===== config.mk =====
export PLATFORM = sky130hd
export DESIGN_NAME = serial_addsub
export DESIGN_NICKNAME = d
export VERILOG_FILES = /design/src/rtl/serial_addsub_pkg.sv /design/src/rtl/serial_addsub_digit.sv /design/src/rtl/serial_addsub.sv
export SDC_FILE = /design/constraint.sdc
export NUM_CORES = 1
export LEC_CHECK = 0
export ABC_AREA = 0
export CORE_MARGIN = 1
export CORE_UTILIZATION = 35
export CTS_CLUSTER_DIAMETER = 40
export CTS_CLUSTER_SIZE = 14
export DETAILED_ROUTE_END_ITERATION = 6
export DONT_BUFFER_PORTS = 1
export GPL_TIMING_DRIVEN = 1
export HOLD_SLACK_MARGIN = 0.05
export MAX_ROUTING_LAYER = met4
export SLEW_MARGIN = 20
export SYNTH_ARGS = -nofsm -noshare
export SYNTH_HDL_FRONTEND = slang
export SYNTH_SLANG_ARGS = --single-unit

===== constraint.sdc =====
create_clock -name clk -period 3.1 [get_ports clk]
set_input_delay 0.31 -clock clk [delete_from_list [all_inputs] [get_ports clk]]
set_output_delay 0.31 -clock clk [all_outputs]
set_load 0.005 [all_outputs]

===== src/rtl/serial_addsub_pkg.sv =====
// Shared definitions for the serial adder/subtractor: mode encoding, FSM
// state encoding and helpers deriving the digit count and counter width.
package addsub_pkg;

    localparam logic MODE_ADD = 1'b0;
    localparam logic MODE_SUB = 1'b1;

    typedef enum logic [1:0] {
        ST_IDLE = 2'd0,
        ST_RUN  = 2'd1,
        ST_DONE = 2'd2
    } state_t;

    // Number of RUN cycles needed to walk all digits.
    function automatic int calc_n(input int width, input int digit);
        return width / digit;
    endfunction

    // Digit counter width; never narrower than one bit so N=1 still has a counter.
    function automatic int calc_cnt_w(input int n);
        return (n <= 1) ? 1 : $clog2(n);
    endfunction

endpackage


===== src/rtl/serial_addsub_digit.sv =====
// One DIGIT-bit ripple slice. Subtraction is performed as a + ~b + carry,
// where the caller supplies the already-inverted borrow as carry-in.
// Also exposes the carry into the top bit so the caller can derive signed
// overflow on the most significant digit.
module addsub_digit #(
    parameter int DIGIT = 4
) (
    input  logic [DIGIT-1:0] a_d,
    input  logic [DIGIT-1:0] b_d,
    input  logic             c_in,
    input  logic             mode,
    output logic [DIGIT-1:0] s_d,
    output logic             c_out,
    output logic             c_msb
);
    import addsub_pkg::*;

    logic [DIGIT-1:0] b_eff;
    logic             c;

    // Ripple through the digit, capturing the carry entering the top bit.
    always_comb begin
        b_eff = (mode == MODE_SUB) ? ~b_d : b_d;
        c     = c_in;
        c_msb = c_in;
        s_d   = '0;
        for (int i = 0; i < DIGIT; i++) begin
            if (i == DIGIT - 1) begin
                c_msb = c;
            end
            s_d[i] = a_d[i] ^ b_eff[i] ^ c;
            c      = (a_d[i] & b_eff[i]) | (c & (a_d[i] ^ b_eff[i]));
        end
        c_out = c;
    end

endmodule


===== src/rtl/serial_addsub.sv =====
// Digit-serial adder/subtractor with start/busy/done handshake.
// Operands are latched on an accepted start and shifted right one digit per
// RUN cycle through a single addsub_digit slice; the sum digits shift into an
// accumulator from the top. Result and flags update only when the last digit
// completes and are held until the next operation finishes.
// Optional build macro: SERIAL_ADDSUB_SAT_EN clamps overflowing results to the
// signed limit; without it results wrap.
//
// state   | meaning
// ST_IDLE | waiting for start, outputs hold last result
// ST_RUN  | one digit processed per cycle, busy high
// ST_DONE | done pulse, start accepted back-to-back
module serial_addsub
    import addsub_pkg::*;
#(
    parameter int WIDTH = 16,
    parameter int DIGIT = 4
) (
    input  logic             clk,
    input  logic             rst,
    input  logic             start,
    input  logic             mode,
    input  logic [WIDTH-1:0] a,
    input  logic [WIDTH-1:0] b,
    input  logic             cin,
    output logic             busy,
    output logic             done,
    output logic [WIDTH-1:0] result,
    output logic             cout,
    output logic             ovf,
    output logic             zero
);

    localparam int N     = calc_n(WIDTH, DIGIT);
    localparam int CNT_W = calc_cnt_w(N);
    localparam logic [CNT_W-1:0] CNT_LAST = CNT_W'(N - 1);

    state_t           state_q, state_d;
    logic [CNT_W-1:0] cnt_q, cnt_d;
    logic [WIDTH-1:0] opa_q, opa_d;
    logic [WIDTH-1:0] opb_q, opb_d;
    logic [WIDTH-1:0] acc_q, acc_d;
    logic [WIDTH-1:0] result_q, result_d;
    logic             carry_q, carry_d;
    logic             mode_q, mode_d;
    logic             cout_q, cout_d;
    logic             ovf_q, ovf_d;
    logic             zero_q, zero_d;

    logic [DIGIT-1:0] dig_a, dig_b, dig_s;
    logic             dig_cout, dig_cmsb;
    logic [WIDTH-1:0] acc_next;
    logic [WIDTH-1:0] res_final;
    logic             ovf_final;

    assign dig_a = opa_q[DIGIT-1:0];
    assign dig_b = opb_q[DIGIT-1:0];

    addsub_digit #(.DIGIT(DIGIT)) u_digit (
        .a_d   (dig_a),
        .b_d   (dig_b),
        .c_in  (carry_q),
        .mode  (mode_q),
        .s_d   (dig_s),
        .c_out (dig_cout),
        .c_msb (dig_cmsb)
    );

    // New digit enters at the top so after N shifts digit 0 sits at the LSB.
    assign acc_next = (acc_q >> DIGIT) | (WIDTH'(dig_s) << (WIDTH - DIGIT));

    // Final result and overflow, valid while the last digit is in the slice.
    always_comb begin
        ovf_final = dig_cout ^ dig_cmsb;
        res_final = acc_next;
`ifdef SERIAL_ADDSUB_SAT_EN
        if (ovf_final) begin
            // dig_a's top bit is operand A's sign bit on the last digit.
            res_final = dig_a[DIGIT-1] ? {1'b1, {(WIDTH-1){1'b0}}}
                                       : {1'b0, {(WIDTH-1){1'b1}}};
        end
`endif
    end

    // Next-state, operand shifting and result capture.
    always_comb begin
        state_d  = state_q;
        cnt_d    = cnt_q;
        opa_d    = opa_q;
        opb_d    = opb_q;
        acc_d    = acc_q;
        carry_d  = carry_q;
        mode_d   = mode_q;
        result_d = result_q;
        cout_d   = cout_q;
        ovf_d    = ovf_q;
        zero_d   = zero_q;
        case (state_q)
            ST_IDLE, ST_DONE: begin
                if (start) begin
                    opa_d   = a;
                    opb_d   = b;
                    mode_d  = mode;
                    // Borrow-in becomes an inverted carry-in for a + ~b.
                    carry_d = (mode == MODE_SUB) ? ~cin : cin;
                    cnt_d   = '0;
                    state_d = ST_RUN;
                end else if (state_q == ST_DONE) begin
                    state_d = ST_IDLE;
                end
            end
            ST_RUN: begin
                opa_d   = opa_q >> DIGIT;
                opb_d   = opb_q >> DIGIT;
                acc_d   = acc_next;
                carry_d = dig_cout;
                cnt_d   = cnt_q + 1'b1;
                if (cnt_q == CNT_LAST) begin
                    result_d = res_final;
                    cout_d   = (mode_q == MODE_SUB) ? ~dig_cout : dig_cout;
                    ovf_d    = ovf_final;
                    zero_d   = (res_final == '0);
                    state_d  = ST_DONE;
                end
            end
            default: state_d = ST_IDLE;
        endcase
    end

    // State register with synchronous reset.
    always_ff @(posedge clk) begin
        if (rst) begin
            state_q  <= ST_IDLE;
            cnt_q    <= '0;
            opa_q    <= '0;
            opb_q    <= '0;
            acc_q    <= '0;
            carry_q  <= 1'b0;
            mode_q   <= MODE_ADD;
            result_q <= '0;
            cout_q   <= 1'b0;
            ovf_q    <= 1'b0;
            zero_q   <= 1'b0;
        end else begin
            state_q  <= state_d;
            cnt_q    <= cnt_d;
            opa_q    <= opa_d;
            opb_q    <= opb_d;
            acc_q    <= acc_d;
            carry_q  <= carry_d;
            mode_q   <= mode_d;
            result_q <= result_d;
            cout_q   <= cout_d;
            ovf_q    <= ovf_d;
            zero_q   <= zero_d;
        end
    end

    assign busy   = (state_q == ST_RUN);
    assign done   = (state_q == ST_DONE);
    assign result = result_q;
    assign cout   = cout_q;
    assign ovf    = ovf_q;
    assign zero   = zero_q;

endmodule


==> impl_metrics.toml <==
[cells_and_area]
area_growth_pct = 7.91
drive_above_1_share = 0.0701
nNetsFinal = 352
final_core_util = 0.401
final_common_cell = "dfxtp_1"
mostFrequentLayoutCells = "69 x dfxtp_1, 62 x nand2_1, 61 x a21oi_1, 35 x nand3_1, 25 x a22oi_1"
num_antenna_cells = 0
final_cells = 413

[route]
vias_per_cell = 5.22
wl_mm = 6.20
drt_iter0_drc = 115
drc = 0
ant_nets = 0
first_pass_iters = 4
wl_per_cell_um = 15.0
vias = 2156

[synth]
synth_xor_area_frac = 0.0223
synthesis.nets = 366
async_flop_share = 0
avgSynthCellArea_sq_um = 8.50
synthAdderAreaFrac = 0.0336
synth_mux_area_frac = 0
synth.distinct_cells = 26
yosys_warnings = 0
synth_area_sq_mm = 0.00275
synth_top_family_by_area = "compound AO/OA/AOI/OAI gates"
yosysSeqAreaShare = 0.502
synth_flop_cell = "dfxtp_1"
synth-seq-cells = 69
synth_edf_count = 0
synth_compound_area_frac = 0.199
synthSimpleGateAreaFrac = 0.191
synthCells = 324

[global_route]
first_global_vias = 2050
grt_pass1_wl_mm = 10.4
antenna_found_initial = 0
grt_usage = 0.165
gr-total-overflow = 0
grt_max_degree = 69

[sta]
finalCriticalPeriod_ns = 2.76
hold_viol_final = 0
setup_viol = 0
slew_headroom = 0.502
skew_ns = 0.0110
finalCritPeriodShare = 0.891
finalMaxSlewViolations = 0
setup_tns_ns = 0
max_freq_ghz = 0.362
worstMarginPinSlew_ns = 0.746
rsz0062_at_grt = "no"
hold_slack_ns = 0.0925

[pwr]
power_frac_seq = 0.539
switchingPower_uw = 472
pwr-share-comb = 0.106
finalPower_uw = 1770
peakVddDrop_uv = 277
powerDensity_mw_per_mm2 = 596
power_frac_clock = 0.355
leakagePower_uw = 0.00100
p_int_uw = 1300
netSwitchingFraction = 0.266

[floorplanning]
initial_core_util = 0.372
core_area_sq_mm = 0.00741
io_pins = 58
fp.dieArea_sq_mm = 0.00822
rows = 31
die_y_um = 90.7
fp.dieW_um = 90.7

[cts]
cts_tree = "done"
ctsResizeCount = 0
path_clk_slew_ns = 0.08
numCtsBuffers = 9
clock-sinks = 69
root_buffer = "clkbuf_8"
htree_levels = 3
clk_latency_ns = 0.34
clock_path_buffers = 2

[critical_path]
critPathKind = "flop to flop"
crit_chain = "xor2_1, fa_1, inv_1, fa_1, fa_1, inv_1, fa_1, nor4_2, a41o_1"
slowest_delay_ns = 0.48
endpoint_kind = "flop"
start_kind = "flop"
path_max_fanout = 6
cp.required_ns = 3.39
worstPathArrival_ns = 3.05
cpMostUsedCell = "fa_1"
crit_path_top_delay_cell = "dfxtp_1"

[placed_design]
dp.cells = 397
dp_hpwl_mm = 3.78
place_congestion = 0.798
io_buffers = 0

[hold_path]
min_path_type = "input pin to flop"

[job]
max_cap_viol_count = 0

[run_status]
status = "finished clean"
## registers in the layout, indices dropped and copies added (netlist names)
| register | flops |
|---|---|
| zero | 1 |
| opb_q | 16 |
| state_q | 2 |
| cnt_q | 2 |
| result | 16 |
| cout | 1 |
| ovf | 1 |
| opa_q | 16 |
| acc_q | 12 |
| carry_q | 1 |
| mode_q | 1 |
## timing repair
item / in CTS / in global routing
setup buffers: 0 / 0
hold buffers: 1 / 0
hold endpoints to repair: 68 / 0
## cell families after synthesis
kind of cell / count (synthesis)
AOI/OAI and AO/OA: 93
buffers and inverters: 34
xor gates and xnor gates: 7
DFF: 69
adders and majority gates: 5
and+or+nand+nor: 116
## path summary, 6_finish.rpt
| check | endpoint | start | cells after the start | slack (ns) |
|---|---|---|---|---|
| worst max register to register | zero | mode_q | 9 | 0.34 |
| worst min-delay path | opa_q[14] | a[14] | 2 | 0.09 |
| worst min register to register | opa_q[1] | opa_q[1] | 2 | 0.47 |
| worst max-delay path | zero | mode_q | 9 | 0.34 |
## through the flow
step | cell area (sq um) | setup slack (ns)
floorplan | 2750 | 0.383
global placement | 2780 | 0.418
detailed placement | 2780 | 0.330
CTS | 2970 | 0.319
global route | 2970 | 0.183
finish | 2970 | 0.339
## Yosys cell counts (all sizes together), types with 2 or more instances
cell type,count,area share
nand3,35,0.064
a211oi,5,0.014
inv,5,0.0068
nor2,7,0.0095
xnor2,4,0.013
dfxtp,69,0.50
nand2,62,0.085
nor2b,2,0.0045
fa,4,0.029
a22oi,25,0.068
xor2,3,0.0095
clkbuf,14,0.019
buf,15,0.026
nor4,3,0.0091
nand2b,3,0.0068
a21oi,61,0.11
## critical path: cells and delay by family (launching register included)
family | cells | cell delay (ns)
adder cells (fa/ha/maj) | 4 | 1.44
AO/OA/AOI/OAI | 1 | 0.19
flip-flops | 1 | 0.48
buffers and inverters | 2 | 0.13
XOR/XNOR | 1 | 0.21
AND/OR/NAND/NOR | 1 | 0.26
## final cells by class
class / instances / area [sq um]
Sequential cell: 69 / 1380
Clock buffer: 11 / 141
Clock inverter: 4 / 25.0
Inverter: 5 / 18.8
Fill cell: 773 / 4440
Multi-Input combinational cell: 221 / 1230
Timing Repair Buffer: 4 / 50.0
Tap cell: 99 / 124
## routing by layer
metal | track usage | share of wire | vias to the layer above
met3 | 0.0623 | 0.064 | 3
met2 | 0.245 | 0.47 | 55
met4 | 0.0565 | 0.0055 | 0
met1 | 0.204 | 0.46 | 1008
li1 | - | - | 1090
met5 | - | 0 | -
## power by group through the flow
stage	logic, uW	registers (uW)	clock network, uW
finish	188	954	629
global route	214	960	687
CTS	191	954	651
detailed placement	173	975	0
global placement	171	973	0
floorplan	156	965	0
Power figures use the tool's default switching activity.
